===== src/rtl/byte_reorder_restore_pkg.sv =====
// Shared constants for the 9-phase byte scrambler and its restore partner.
// SRC_IDX[p] is the original byte index carried at scrambled position p.
package byte_reorder_pkg;
  localparam int FRAME_LEN = 9;
  localparam int DATA_W    = 8;
  localparam int POS_W     = 4;

  localparam logic [POS_W-1:0] LAST_POS = POS_W'(FRAME_LEN - 1);

  localparam logic [0:FRAME_LEN-1][POS_W-1:0] SRC_IDX =
    {4'd1, 4'd0, 4'd3, 4'd2, 4'd5, 4'd4, 4'd7, 4'd6, 4'd8};

  typedef enum logic {WR_HUNT = 1'b0, WR_FILL = 1'b1} wr_state_e;
  typedef enum logic {RD_IDLE = 1'b0, RD_DRAIN = 1'b1} rd_state_e;
endpackage


===== src/rtl/byte_reorder_restore_if.sv =====
// Byte stream with start-of-frame marker; master drives, slave receives.
interface byte_reorder_restore_if;
  import byte_reorder_pkg::*;
  logic              valid;
  logic              sof;
  logic [DATA_W-1:0] data;

  modport master (output valid, sof, data);
  modport slave  (input  valid, sof, data);
endinterface


===== src/rtl/byte_reorder_restore_frame_pingpong_buf.sv =====
// Two 9-byte frame banks with per-bank full flags; writer sets, reader clears.
module frame_pingpong_buf
  import byte_reorder_pkg::*;
(
  input  logic              clk,
  input  logic              rst,
  input  logic              wb,
  input  logic [POS_W-1:0]  waddr,
  input  logic              we,
  input  logic [DATA_W-1:0] wdata,
  input  logic              rb,
  input  logic [POS_W-1:0]  raddr,
  output logic [DATA_W-1:0] rdata,
  input  logic              set_full,
  input  logic              clr_full,
  output logic [1:0]        full
);
  logic [DATA_W-1:0] mem_q [2][FRAME_LEN];
  logic [1:0]        full_q, full_d;

  always_ff @(posedge clk) begin
    if (we) mem_q[wb][waddr] <= wdata;
  end

  assign rdata = mem_q[rb][raddr];

  always_comb begin
    full_d = full_q;
    if (clr_full) full_d[rb] = 1'b0;
    if (set_full) full_d[wb] = 1'b1;
  end

  always_ff @(posedge clk or posedge rst) begin
    if (rst) full_q <= '0;
    else     full_q <= full_d;
  end

  assign full = full_q;
endmodule


===== src/rtl/byte_reorder_restore.sv =====
// Restores original byte order of 9-byte scrambled frames via a ping-pong buffer;
// writer FSM fills one bank while reader FSM drains the other.
module byte_reorder_restore
  import byte_reorder_pkg::*;
(
  input  logic                    clk,
  input  logic                    rst,
  byte_reorder_restore_if.slave   in_s,
  byte_reorder_restore_if.master  out_m,
  output logic                    err_sync
);
  wr_state_e         wr_state_q, wr_state_d;
  rd_state_e         rd_state_q, rd_state_d;
  logic [POS_W-1:0]  wr_pos_q, wr_pos_d, rd_pos_q, rd_pos_d, wpos, waddr;
  logic              wb_q, wb_d, rb_q, rb_d;
  logic              accept, emit, set_full, clr_full;
  logic [1:0]        full;
  logic [DATA_W-1:0] rdata;
  logic              out_valid_q, out_valid_d, out_sof_q, out_sof_d, err_q, err_d;
  logic [DATA_W-1:0] out_data_q, out_data_d;

  frame_pingpong_buf u_buf (
    .clk      (clk),
    .rst      (rst),
    .wb       (wb_q),
    .waddr    (waddr),
    .we       (accept),
    .wdata    (in_s.data),
    .rb       (rb_q),
    .raddr    (rd_pos_q),
    .rdata    (rdata),
    .set_full (set_full),
    .clr_full (clr_full),
    .full     (full)
  );

  // A sof byte always restarts at position 0, whether hunting or resyncing.
  always_comb begin
    wr_state_d = wr_state_q;
    wr_pos_d   = wr_pos_q;
    wb_d       = wb_q;
    err_d      = 1'b0;
    set_full   = 1'b0;
    accept     = in_s.valid && (in_s.sof || wr_state_q == WR_FILL);
    wpos       = (in_s.sof || wr_state_q == WR_HUNT) ? '0 : wr_pos_q;
    waddr      = SRC_IDX[wpos];
    if (accept) begin
      wr_state_d = WR_FILL;
      err_d      = in_s.sof && wr_state_q == WR_FILL && wr_pos_q != '0;
      if (wpos == LAST_POS) begin
        set_full = 1'b1;
        wb_d     = ~wb_q;
        wr_pos_d = '0;
      end else begin
        wr_pos_d = wpos + 1'b1;
      end
    end
  end

  // The bank being filled this cycle counts as ready so back-to-back frames drain gaplessly.
  always_comb begin
    rd_state_d  = rd_state_q;
    rd_pos_d    = rd_pos_q;
    rb_d        = rb_q;
    clr_full    = 1'b0;
    emit        = rd_state_q == RD_DRAIN || full[rb_q];
    out_valid_d = emit;
    out_sof_d   = emit && rd_pos_q == '0;
    out_data_d  = emit ? rdata : '0;
    if (emit) begin
      rd_state_d = RD_DRAIN;
      if (rd_pos_q == LAST_POS) begin
        clr_full = 1'b1;
        rb_d     = ~rb_q;
        rd_pos_d = '0;
        if (!(full[~rb_q] || (set_full && wb_q != rb_q))) rd_state_d = RD_IDLE;
      end else begin
        rd_pos_d = rd_pos_q + 1'b1;
      end
    end
  end

  always_ff @(posedge clk or posedge rst) begin
    if (rst) begin
      wr_state_q  <= WR_HUNT;
      rd_state_q  <= RD_IDLE;
      wr_pos_q    <= '0;
      rd_pos_q    <= '0;
      wb_q        <= 1'b0;
      rb_q        <= 1'b0;
      out_valid_q <= 1'b0;
      out_sof_q   <= 1'b0;
      out_data_q  <= '0;
      err_q       <= 1'b0;
    end else begin
      wr_state_q  <= wr_state_d;
      rd_state_q  <= rd_state_d;
      wr_pos_q    <= wr_pos_d;
      rd_pos_q    <= rd_pos_d;
      wb_q        <= wb_d;
      rb_q        <= rb_d;
      out_valid_q <= out_valid_d;
      out_sof_q   <= out_sof_d;
      out_data_q  <= out_data_d;
      err_q       <= err_d;
    end
  end

  assign out_m.valid = out_valid_q;
  assign out_m.sof   = out_sof_q;
  assign out_m.data  = out_data_q;
  assign err_sync    = err_q;
endmodule

===== src/flat_wrapper.sv =====
// flat-port wrapper written by rule: the top's interface ports become plain ports
module byte_reorder_restore_flat import byte_reorder_pkg::*;
  (clk, rst, err_sync, in_s_valid, in_s_sof, in_s_data, out_m_valid, out_m_sof, out_m_data);
  byte_reorder_restore_if in_s_i ();
  byte_reorder_restore_if out_m_i ();
  input  logic clk;
  input  logic rst;
  output logic err_sync;
  input wire logic [$bits(in_s_i.valid)-1:0] in_s_valid;
  input wire logic [$bits(in_s_i.sof)-1:0] in_s_sof;
  input wire logic [$bits(in_s_i.data)-1:0] in_s_data;
  output wire logic [$bits(out_m_i.valid)-1:0] out_m_valid;
  output wire logic [$bits(out_m_i.sof)-1:0] out_m_sof;
  output wire logic [$bits(out_m_i.data)-1:0] out_m_data;
  assign in_s_i.valid = in_s_valid;
  assign in_s_i.sof = in_s_sof;
  assign in_s_i.data = in_s_data;
  assign out_m_valid = out_m_i.valid;
  assign out_m_sof = out_m_i.sof;
  assign out_m_data = out_m_i.data;
  byte_reorder_restore u_core (.clk(clk), .rst(rst), .in_s(in_s_i), .out_m(out_m_i), .err_sync(err_sync));
endmodule

===== config.mk =====
export PLATFORM = sky130hd
export DESIGN_NAME = byte_reorder_restore_flat
export DESIGN_NICKNAME = d
export VERILOG_FILES = /design/src/rtl/byte_reorder_restore_pkg.sv /design/src/rtl/byte_reorder_restore_if.sv /design/src/rtl/byte_reorder_restore_frame_pingpong_buf.sv /design/src/rtl/byte_reorder_restore.sv /design/src/flat_wrapper.sv
export SDC_FILE = /design/constraint.sdc
export NUM_CORES = 1
export LEC_CHECK = 0
export CORE_MARGIN = 3
export CORE_UTILIZATION = 61
export DETAILED_ROUTE_END_ITERATION = 10
export PLACE_DENSITY = 0.86
export REMOVE_ABC_BUFFERS = 1
export SLEW_MARGIN = 10
export SYNTH_ARGS = -nofsm -noshare
export SYNTH_HDL_FRONTEND = slang
export SYNTH_HIERARCHICAL = 1
export SYNTH_SLANG_ARGS = --single-unit

===== constraint.sdc =====
create_clock -name clk -period 2.52 [get_ports clk]
set_input_delay 0.378 -clock clk [delete_from_list [all_inputs] [get_ports clk]]
set_output_delay 0.378 -clock clk [all_outputs]
set_load 0.01 [all_outputs]

== After elaboration in Yosys (flattened, before gate mapping) ==
Memory sizes are Yosys's and may differ from the RTL's.
Cells that the tools add are included.

* RAM bits: 144
* Output and inout bits: 11
* Bits of input ports: 12
* Bits in read-only memories: 64
* Memories: 2
* Word-level logic and storage cells: 82
* Bits in registers: 25

{| class="wikitable"
|+ Memories
! memory !! depth !! bits a word !! rd ports !! clocked after memory_dff !! wr ports !! RTL line !! RTL
|-
| u_core.u_buf.mem_q || 2 || 72 || 1 || 0 || 1 || byte_reorder_restore_frame_pingpong_buf.sv:18 || <nowiki>logic [DATA_W-1:0] mem_q [2][FRAME_LEN];</nowiki>
|-
| (name not given) || 16 || 4 || 1 || 0 || 0 || byte_reorder_restore.sv:46 || <nowiki>waddr = SRC_IDX[wpos];</nowiki>
|}

* Eq/ne operators: 3
* Order comparisons: 9
* $add $sub $neg: 2
* Reductions and logical operators: 16
* Bitwise operators: 9
* Muxes and demuxes: 30

{| class="wikitable"
|+ Operator list
! operator !! count
|-
| $mux W72 || 1
|-
| $bmux W8 S4 || 1
|-
| $demux W8 S4 || 1
|-
| $mux W8 || 4
|-
| $mux W4 || 5
|-
| $ge A5 B5 Y1 const B || 3
|-
| $not A4 Y5 || 3
|-
| $mux W1 || 14
|-
| $add A4 B1 Y4 const B || 2
|-
| $eq A4 B4 Y1 const B || 2
|-
| $logic_and A1 B1 Y1 || 8
|-
| $lt A1 B2 Y1 const B || 3
|-
| $lt A5 B1 Y1 const B || 1
|-
| $logic_not A4 Y1 || 1
|-
| $logic_or A1 B1 Y1 || 4
|-
| $mux W2 || 2
|-
| $reduce_and A2 Y1 || 2
|-
| $reduce_bool A4 Y1 || 1
|-
| $not A1 Y1 || 3
|-
| $and A2 B2 Y2 || 1
|-
| $demux W1 S1 || 2
|-
| $ge A1 B1 Y1 const B || 2
|-
| $not A2 Y2 || 1
|-
| $or A2 B2 Y2 || 1
|-
| $ne A1 B1 Y1 || 1
|}

== Depth between registers and ports, before layout ==
* Word-level depth: 13
* Depth in mapped cells: 8
* Depth with buffers taken out: 8

== Hierarchy ==
The synthesis kept the hierarchy.

{| class="wikitable"
|+ Modules (own cells, without submodules)
! module !! area each (µm²) !! cells each !! times used !! seq. area each (µm²)
|-
| frame_pingpong_buf || 5811.8 || 308 || 1 || 4374.2
|-
| byte_reorder_restore || 1096.1 || 100 || 1 || 575.6
|}

== Worst setup path before layout ==
OpenSTA, ideal clock, no wires.

* Path type: in2reg
* From: input in_s_sof
* To: memory u_core/u_buf/mem_q[1][32] in the netlist's numbering (enable)
* Required time: 2137 ps
* Slack: 160 ps
* Arrival: 1976 ps
* Stages on the path: 5
* Cell sequence: buf_2 > nor2b_1 > nor3b_1 > nand4b_1 > nor3_1

* Longest elaborated chain between the ends: 12

{| class="wikitable"
|+ RTL lines
! item !! RTL line !! RTL
|-
| start: declaration || flat_wrapper.sv:10 || <nowiki>input wire logic [$bits(in_s_i.sof)-1:0] in_s_sof;</nowiki>
|-
| $logic_or A1 B1 Y1 (*) || byte_reorder_restore.sv:45 || <nowiki>wpos = (in_s.sof || wr_state_q == WR_HUNT) ? '0 : wr_pos_q;</nowiki>
|-
| $mux W4 (*) || byte_reorder_restore.sv:45 ||
|-
| $not A4 Y5 (implied by the code) (*) || byte_reorder_restore.sv:46 ||
|-
| $mem_v2 Z16 W4 (*) || - ||
|-
| $mux W4 (implied by the code) (*) (2 in series) || byte_reorder_restore.sv:46 ||
|-
| net u_core.waddr[2] || byte_reorder_restore.sv:14 || <nowiki>logic [POS_W-1:0] wr_pos_q, wr_pos_d, rd_pos_q, rd_pos_d, wpos, waddr;</nowiki>
|-
| $not A4 Y5 (implied by the code) (*) || byte_reorder_restore_frame_pingpong_buf.sv:22 || <nowiki>if (we) mem_q[wb][waddr] <= wdata;</nowiki>
|-
| $ge A5 B5 Y1 (implied by the code) / $lt A5 B1 Y1 (equally long branches) || byte_reorder_restore_frame_pingpong_buf.sv:22 ||
|-
| $logic_and A1 B1 Y1 (implied by the code) || byte_reorder_restore_frame_pingpong_buf.sv:22 ||
|-
| $mux W8 (implied by the code) || byte_reorder_restore_frame_pingpong_buf.sv:22 ||
|-
| $demux W8 S4 (*) || byte_reorder_restore_frame_pingpong_buf.sv:22 ||
|-
| $mux W72 (implied by the code) (*) || byte_reorder_restore_frame_pingpong_buf.sv:22 ||
|-
| end: declaration || byte_reorder_restore_frame_pingpong_buf.sv:18 ||
|}

Mark *: on every way through the listed nets, which the timed path passes. The rest lies on a longest branch. The select of a mux whose other input is x is not followed.

== Worst setup path in the final report ==
* From: register u_core.rb_q
* To: register u_core.out_data_q[2] (netlist: u_core/out_m.data[2])

* Longest elaborated chain between the ends: 5

{| class="wikitable"
|+ RTL lines
! item !! RTL line !! RTL
|-
| start: declaration || byte_reorder_restore.sv:15 || <nowiki>logic wb_q, wb_d, rb_q, rb_d;</nowiki>
|-
| start signal: assignment || byte_reorder_restore.sv:101 || <nowiki>rb_q <= rb_d;</nowiki>
|-
| $mem_v2 Z2 W72 || - ||
|-
| $bmux W8 S4 || byte_reorder_restore_frame_pingpong_buf.sv:25 || <nowiki>assign rdata = mem_q[rb][raddr];</nowiki>
|-
| $mux W8 (implied by the code) (2 in series) || byte_reorder_restore_frame_pingpong_buf.sv:25 ||
|-
| net u_core.rdata[2] || byte_reorder_restore.sv:18 || <nowiki>logic [DATA_W-1:0] rdata;</nowiki>
|-
| $mux W8 || byte_reorder_restore.sv:69 || <nowiki>out_data_d = emit ? rdata : '0;</nowiki>
|-
| net u_core.out_data_d[2] || byte_reorder_restore.sv:20 || <nowiki>logic [DATA_W-1:0] out_data_q, out_data_d;</nowiki>
|-
| end signal: assignment || byte_reorder_restore.sv:104 || <nowiki>out_data_q <= out_data_d;</nowiki>
|-
| end: declaration || byte_reorder_restore.sv:20 ||
|}

The timed path passes the listed nets, and every way through them passes these cells. The select of a mux whose other input is x is not followed.
A chain may end at the register's enable or synchronous reset.

==> results.cfg <==
[outcome]
outcome = finished clean

[placement]
buffer_ports.inserted = 22
place_ws_ns = -0.2764
place_congestion = 0.9305
place_hpwl_mm = 8.959

[layout]
finish.utilization_pct = 73.55
antenna_cells = 0
layout.nets = 477
syn2layout_area_growth_pct = 16.43
drive_gt1_share_pct = 18.57
n_fill_cell = 603

[logic_synthesis]
synthDistinctLibCells = 49
yosysTopAreaCell = edfxtp_1
synth-seq-cells = 169
synth_edf_count = 144
seq_area_frac_synth_pct = 71.65
synthesis.area_um2 = 6908
async_flop_share_pct = 14.79
synthTopCellsByArea = edfxtp_1 63%, dfrtp_1 9.1%, mux2i_1 7.1%
netlist.area_leader.share_pct = 62.60
syn_avg_cell_area_um2 = 16.93
yosys_warnings = 6
yosys_most_used_dff = edfxtp_1
syn_inst = 408

[routing]
wl_met2_mm = 6.919
highest_layer = met4
drtAntennaViolNets = 0
num_vias = 3979
m1WireLength_mm = 5.972
drc = 0
drt_wl_total_mm = 14.46
drtIter0Drc = 665
post_drt_wl_per_cell_um = 23.55
route.met3.wl_mm = 1.151
vias_per_cell = 6.480
drt_first_pass_iters = 5

[clock_tree]
clk_latency_ns = 0.43
cts_tree = yes
root_buffer = clkbuf_16
clkTransAtPathRegs_ns = 0.06
cts.sinks = 169
cts_buffer_depth = 2
cts_made_buffers = 17
cts_max_level = 4

[floorplan]
start_util_pct = 63.17
die_x_um = 112.4
rows = 38
die_height_um = 112.4
coreArea_um2 = 10940
die_area_um2 = 12640
ios = 23

[sta]
fmax_mhz = 433.7
worst_slack_ns = 0.2144
finalSetupViolCount = 0
final.period_utilization_pct = 91.49
rsz0062_at_grt = false
setup_tns_ns = 0
final_max_slew_viol_count = 0
skew_ns = 0.01050
finalCriticalPeriod_ns = 2.306
max_slew_margin_pct = 41.15
tightest_slew_ns = 0.8818
hold_slack_ns = 0.1360
hold_violations = 0

[setup_path]
cp-start-kind = register
cp_max_fo = 33
worstSetupEndpointType = register
critical_path_class = reg2reg
critPathLaunch = u_core/rb_q
arrival_ns = 2.60
critPathRequiredTime_ns = 2.81
r2r-start = u_core/rb_q

[run]
maxCapViolCount = 0

[power]
ir_drop_v = 0.0009679
p_per_area_nw_per_um2 = 1076
total_power_mw = 8.653
leakage_nw = 2.952

[worst_hold_path]
hold_path_class = in2async

[grt]
grt_max_degree = 34
grt_pass1_vias = 3993
grt_first_pass_wirelength_mm = 23.25
grtUsageTotal_pct = 24.87
antenna_found_initial = 0
grt_overflow = 0
report_power, final:
part	internal (mW)	total [mW]	switching (mW)	leakage [nW]
registers	3.30	3.60	0.306	1.61
logic	1.12	2.31	1.20	1.05
clock network	1.67	2.73	1.07	0.300
cell usage in the layout, fill, tap and decap left out, types with 5 or more instances in the layout:
cell	netlist	layout
nor3_1	5	5
o21bai_1	6	6
dfrtp_1	25	24
mux4_2	16	16
o22ai_1	13	13
nand2_1	14	14
o21ai_0	8	8
clkdlybuf4s50_1	0	22
o221ai_1	8	8
nor2b_1	11	11
clkbuf_16	0	17
mux2i_1	49	49
edfxtp_1	144	144
buf_4	3	31
nor2_1	21	21
inv_1	14	14
nand2b_1	5	5
per-stage QoR:
step           instance area (µm²)  instances
4_1_cts                       8038        614
2_1_floorplan                 6761        388
6_report                      8043        614
5_1_grt                       8043        614
3_5_place_dp                  7413        582
3_3_place_gp                  7413        582
logic make-up after synthesis:
kind of cell | count (synthesis) | synth area share, %
compound gates | 46 | 4.655
xor+xnor | 3 | 0.3804
fa+ha+maj | 4 | 0.7245
buf+inv | 34 | 2.880
flops | 169 | 71.65
mux | 70 | 13.19
simple gates | 82 | 6.521
final timing paths:
path / cells past startpoint / slack, ns / endpoint
setup reg to reg: 6 / 0.21 / u_core/out_m.data[2]
hold reg to reg: 2 / 0.55 / u_core/u_buf/full[0]
hold / removal: 2 / 0.14 / u_core/u_buf/full[1]
setup / recovery: 6 / 0.21 / u_core/out_m.data[2]
max in group asynchronous: 2 / 1.41 / u_core/rb_q
min in group clk: 2 / 0.55 / u_core/u_buf/full[0]
synthesized netlist by cell type, types with 2 or more instances:
cell type    n
buf_2        5
xnor2_1      2
nand4_1      2
buf_4        3
o21bai_1     6
and3_1       2
dfrtp_1     25
a31oi_1      2
a22oi_1      2
mux4_2      16
or3b_1       2
nor2b_1     11
nor4_1       2
edfxtp_1   144
o22ai_1     13
nand3b_1     4
mux2i_1     49
nand3_1      3
or3_1        2
clkbuf_1     4
ha_1         4
nand2b_1     5
o221ai_1     8
inv_1       14
nor3_1       5
nand2_1     14
nor3b_1      2
buf_6        5
buf_1        2
mux2_2       4
o21ai_0      8
nor2_1      21
what timing repair did:
item / CTS / global route
hold buffers: 0 / 0
resized for setup: 0 / 1
buffers inserted: 0 / 0
endpoints found under the setup margin: 0 / 8
sequential cells by signal, summed over array words and instances (netlist names), 2 cells and up:
register	cells
u_core/out_m.data	8
u_core/rd_pos_q	4
u_core/u_buf/full	2
u_core/u_buf/mem_q	144
u_core/wr_pos_q	4
worst max-delay path, stage by stage (launching register included):
cell and delay [ns]:
dfrtp_4 0.67, buf_12 0.29, mux2i_1 0.27, o22ai_1 0.16
o21bai_1 0.35, o221ai_1 0.22, nor2b_1 0.19
routing by layer:
metal | global-route usage, % | vias up
met3 | 6.469 | 31
li1 | - | 1692
met1 | 34.94 | 2016
met5 | 0 | -
met4 | 9.535 | 0
met2 | 38.10 | 240
cell type report:
class	instances	area, µm²	area share (%)
Timing Repair Buffer	54	473.0	5.881
Tap cell	140	175.2	2.178
Multi-Input combinational cell	205	1764	21.94
Sequential cell	169	4954	61.59
Clock buffer	18	429.2	5.336
Clock inverter	14	195.2	2.427
Inverter	14	52.55	0.6534
(Power assumes the default switching activity.)
==> RTL edit 1, RTL diff (same settings) <==
`POS_W`: 4 -> 5.
--- a/src/rtl/byte_reorder_restore_pkg.sv
+++ b/src/rtl/byte_reorder_restore_pkg.sv
@@ -3,7 +3,7 @@
 package byte_reorder_pkg;
   localparam int FRAME_LEN = 9;
   localparam int DATA_W    = 8;
-  localparam int POS_W     = 4;
+  localparam int POS_W     = 5;
 
   localparam logic [POS_W-1:0] LAST_POS = POS_W'(FRAME_LEN - 1);
 
Formal check against the unedited RTL: same outputs for any inputs over 10 cycles, from zero or initial values and one cycle with rst high; that may be too few to reach the edited logic, so the function may still have changed.
==> RTL edit 1 against the original RTL <==
  * Power down 0.37%
  * Synthesized cell count is 5.4% higher
  * Global-route usage up 0.72 points
  * Highest routed layer unchanged
  * Area after synthesis up 2.9%
  * Combinational power rose by 4%
  * Clock power fell by 9.5%
  * Sequential power is 4% higher
  * Design area increased by 3.9%
  * Largest power group unchanged
  * Worst setup slack got worse by 190 ps
  * Wire length is 7.4% higher
  * Sequential cell count is 2 higher
==> RTL edit 1: results (changes against the original RTL) <==
Global route
  – Pin count of the biggest net entering global routing: 30 (was 34)
  – Met1 usage: 33.5% (was 34.9%)
  – Met3 usage: 6.95% (was 6.47%)
  – Met2 usage: 40.0% (was 38.1%)

Worst setup path
  – Worst R2R Start: u_core/wr_state_q (was u_core/rb_q)
  – Worst path top cell family by delay: simple AND/OR/NAND/NOR gates (was compound AO/OA/AOI/OAI gates)
  – FF-to-FF path depth: 12 (was 6)
  – WP data arrival: 2630 ps (was 2600 ps)
  – Worst path max stage delay: 380 ps (was 670 ps)
  – Peak fanout along the critical path: 8 (was 33)

Placement
  – Place WS: -547 ps (was -276 ps)
  – Final HPWL DP: 9580 um (was 8960 um)

Run status
  – Run status: finished clean (unchanged)

Synth
  – Top post-synthesis cells by area: edfxtp_1 (61%), dfrtp_1 (9.5%), mux2i_1 (6.3%), mux4_2 (5.1%), ha_1 (1.2%) (was edfxtp_1 (63%), dfrtp_1 (9.1%), mux2i_1 (7.1%), mux4_2 (5.2%), o22ai_1 (1.2%))
  – Seq/Total Area, Yosys: 70.4% (was 71.7%)
  – Most frequent cells after synthesis: edfxtp_1 (144), mux2i_1 (45), dfrtp_1 (27), nand2_1 (20), nor2_1 (17) (was edfxtp_1 (144), mux2i_1 (49), dfrtp_1 (25), nor2_1 (21), mux4_2 (16))
  – Synth Area per Inst: 16.5 um^2 (was 16.9 um^2)
  – Netlist cell types: 51 (was 49)

Routing
  – Vias/cell: 6.43 (was 6.48)
  – Drt total wl: 15500 um (was 14500 um)
  – Drt initial violations: 559 (was 665)

Power and ir drop
  – Internal: 5960 uW (was 6080 uW)
  – Peak supply drop: 0.000849 V (was 0.000968 V)

STA
  – Setup Skew: 11.0 ps (was 10.5 ps)
  – Final worst setup slack: 26.8 ps (was 214 ps)

Layout
  – Share of layout cells above drive strength 1: 23.3% (was 18.6%)
  – Fin cells: 651 (was 614)
  – Nets: 519 (was 477)
## RTL edit 1: changes by cell type after synthesis, sizes merged, moves of 3 or more
cell    delta
nor2       -3
o22ai     -10
nor3       +5
nand2      +6
a22oi      +5
nand3b     -3
ha         +3
o21ai      +4
nand3      +6
o21bai     -5
a21oi      +8
mux2i      -4
## RTL edit 1: logic make-up after synthesis
group,synth area share [%]
buf+inv,2.85
fa+ha+maj,1.23
mux,12.8
compound gates,4.95
xor+xnor,0.493
flops,70.4
simple gates,7.34
## RTL edit 1: power by group through the flow
stage	sequential (uW)	clock, uW	combinational (uW)
final	3740	2470	2410
after global routing	3780	2620	2580
after detailed placement	3770	0	2310
after floorplan	3820	0	1410
after CTS	3720	2500	2360
after global placement	3760	0	2230
## RTL edit 1: worst min path at each step
stage,to,startpoint,slack (ps),depth (start not counted)
floorplan,u_core/u_buf/full[0],rst,120,1
global route,u_core/u_buf/full[1],rst,160,2
global placement,u_core/rd_pos_q[4],u_core/rd_pos_q[4],480,1
CTS,u_core/u_buf/full[1],rst,150,2
detailed placement,u_core/rd_pos_q[4],u_core/rd_pos_q[4],480,1
finish,u_core/u_buf/full[1],rst,150,2
## RTL edit 1: per-stage QoR
| stage | utilization, % | hold slack [ps] | cell area (um^2) | power, uW |
|---|---|---|---|---|
| 3_5_place_dp | 69.3 | 477 | 7700 | 6080 |
| 5_1_grt | 75.1 | 158 | 8350 | 8980 |
| 4_1_cts | 74.4 | 145 | 8280 | 8580 |
| 3_3_place_gp | 69.3 | 475 | 7700 | 5990 |
| 2_1_floorplan | - | 119 | 6960 | 5230 |
| 6_report | 75.1 | 147 | 8350 | 8620 |
## RTL edit 1: cell type report
class / instances / area (um^2)
flip-flops and latches: 171 / 5000
fillers: 625 / 2770
multi-input cells: 226 / 1980
repair buffers: 69 / 579
clock buffers: 20 / 437
well taps: 140 / 175
clock inverters: 10 / 118
inverters: 15 / 56.3
## RTL edit 1: timing repair
action                     in CTS  in global routing
pin swaps                       0                  3
setup endpoints to repair     128                144
resized for setup               5                 16
buffers inserted                0                  1
hold endpoints to repair        0                  0
## RTL edit 1: worst register-to-register path, stage by stage (launching register included)
cell and delay [ps]:
dfrtp_1 380, nor2b_4 150, and2_4 170, buf_4 140
inv_1 70, ha_1 140, nor2_1 40, nand2b_1 240
buf_4 190, nor2_1 120, nand2_2 130, nor3_2 230
buf_4 220
## RTL edit 1: metal layers
layer	vias up	part of all wire, %
met1	2089	39
met5	-	0
li1	1800	-
met3	48	8.0
met4	0	3.9
met2	246	49
==> RTL edit 2, RTL diff (same flow settings) <==
Without the edit above. `out_data_q` no longer has a reset.
--- a/src/rtl/byte_reorder_restore.sv
+++ b/src/rtl/byte_reorder_restore.sv
@@ -90,7 +90,6 @@
       rb_q        <= 1'b0;
       out_valid_q <= 1'b0;
       out_sof_q   <= 1'b0;
-      out_data_q  <= '0;
       err_q       <= 1'b0;
     end else begin
       wr_state_q  <= wr_state_d;
@@ -101,9 +100,12 @@
       rb_q        <= rb_d;
       out_valid_q <= out_valid_d;
       out_sof_q   <= out_sof_d;
-      out_data_q  <= out_data_d;
       err_q       <= err_d;
     end
+  end
+
+  always_ff @(posedge clk) begin
+    out_data_q <= out_data_d;
   end
 
   assign out_m.valid = out_valid_q;
Formal check against the unedited RTL: same outputs for any inputs over 10 cycles, from zero or initial values and one cycle with rst high; that may be too few to reach the edited logic, so the function may still have changed.
==> RTL edit 2 against the original RTL <==
  * Critical path type unchanged
  * Design area shrank 0.36%
  * Area after synthesis down 0.45%
  * Highest routed layer unchanged
  * Worst setup slack gained 98 ps
  * Die area fell by 0.43%
  * Global-route usage shrank 0.34 points
  * Wire length shrank 0.15%
  * Sequential power is 5% lower
  * Utilization is 0.26 points lower
  * Power is 16% lower
  * Sequential cell count unchanged
==> RTL edit 2: results (changes against the original RTL) <==
Clock network
  – Max clock buf depth: 2 (unchanged)
  – Post-cts sizing count: 0 (unchanged)

Synth
  – Post-synth EDFFs: 144 (unchanged)
  – Most frequent cells after synthesis: edfxtp_1 (144), mux2i_1 (50), nor2_1 (22), dfrtp_1 (17), mux4_2 (16) (was edfxtp_1 (144), mux2i_1 (49), dfrtp_1 (25), nor2_1 (21), mux4_2 (16))
  – Async S/R FF share, synth: 10.1% (was 14.8%)
  – Top post-synthesis cells by area: edfxtp_1 (63%), mux2i_1 (7.3%), dfrtp_1 (6.2%), mux4_2 (5.2%), dfxtp_1 (2.3%) (was edfxtp_1 (63%), dfrtp_1 (9.1%), mux2i_1 (7.1%), mux4_2 (5.2%), o22ai_1 (1.2%))

Layout
  – Clock network area share: 7.31% (was 7.76%)
  – FF+latch area: 4910 um^2 (was 4950 um^2)
  – Share of layout cells above drive strength 1: 18.6% (about the same)
  – Fin cells: 618 (was 614)
  – Sequential share of cell area: 61.3% (was 61.6%)
  – Multi-input gates: 206 (was 205)
  – Data buffer area share: 6.43% (was 5.88%)
  – Multi-input combinational area share: 22.2% (was 21.9%)
  – Seq cells: 169 (unchanged)
  – # clk buffers: 26 (was 18)
  – Nets: 481 (was 477)
  – Buffers excl. clock: 58 (was 54)
  – Fillcell total: 624 (was 603)

Power and ir drop
  – Switching power total: 1890 uW (was 2570 uW)
  – Peak supply drop: 0.000550 V (was 0.000968 V)
  – Clock network power: 2480 uW (was 2730 uW)
  – Part of the power in the clock network: 34.1% (was 31.6%)
  – Pleak: 0.00309 uW (was 0.00295 uW)
  – Sequential cell power: 3430 uW (was 3600 uW)

STA
  – Min Hold Slack: 136 ps (about the same)
  – Worst slew pin tran: 824 ps (was 882 ps)
  – Final period util: 87.6% (was 91.5%)

Placement
  – Placed cell areas: 7430 um^2 (was 7410 um^2)
  – Gpl congestion: 0.845 (was 0.931)
  – Place WS: -41.8 ps (was -276 ps)
  – Final HPWL DP: 8900 um (was 8960 um)
  – DP Cell Count: 586 (was 582)

Global route
  – Met2 usage: 38.0% (was 38.1%)
  – Pin count of the biggest net entering global routing: 26 (was 34)
  – Global-route wire length before repair: 22700 um (was 23300 um)
  – Total track usage: 24.5% (was 24.9%)
  – Met3 usage: 5.71% (was 6.47%)

Routing
  – Wire length on met3: 1240 um (was 1150 um)
  – Met1 WL: 5710 um (was 5970 um)
  – Met2 routed WL: 7130 um (was 6920 um)
  – Router iterations before antenna repair: 6 (was 5)
  – Drt total wl: 14400 um (was 14500 um)
  – Via count: 3877 (was 3979)

Worst setup path
  – WP data arrival: 2250 ps (was 2600 ps)
  – Worst path top cell family by delay: simple AND/OR/NAND/NOR gates (was compound AO/OA/AOI/OAI gates)
  – Worst path max stage delay: 600 ps (was 670 ps)
  – Peak fanout along the critical path: 8 (was 33)
  – Worst R2R Setup Slack: 310 ps (was 210 ps)

Run status
  – Run status: finished clean (unchanged)

Min path
  – Type of the tightest min-delay check: in2async (unchanged)
==> RTL edit 2: cells by family after synthesis <==
kind of cell,after synthesis,share of synthesized area [%]
AO/OA/AOI/OAI,46,4.59
XOR/XNOR,3,0.382
adder cells (fa/ha/maj),4,0.728
buffers and inverters,33,2.78
flip-flops,169,71.4
multiplexers,71,13.4
AND/OR/NAND/NOR,82,6.73
==> RTL edit 2: final timing paths <==
check,start,end,cells after the start
min reg2reg,u_core/u_buf/full[0],u_core/u_buf/full[0],2
min,rst,u_core/u_buf/full[1],2
max,u_core/wr_state_q,u_core/u_buf/mem_q[1][55],6
min in group clk,u_core/u_buf/full[0],u_core/u_buf/full[0],2
max in group asynchronous,rst,u_core/rb_q,2
max reg2reg,u_core/wr_state_q,u_core/u_buf/mem_q[1][55],6
==> RTL edit 2: worst register-to-register path, cell delays in order (launching register included) <==
cell      delay, ps
dfrtp_1         450
and2b_1         230
and2_1          170
nand2b_1        160
nor2_1           90
nand2_1         120
nor2_1          600
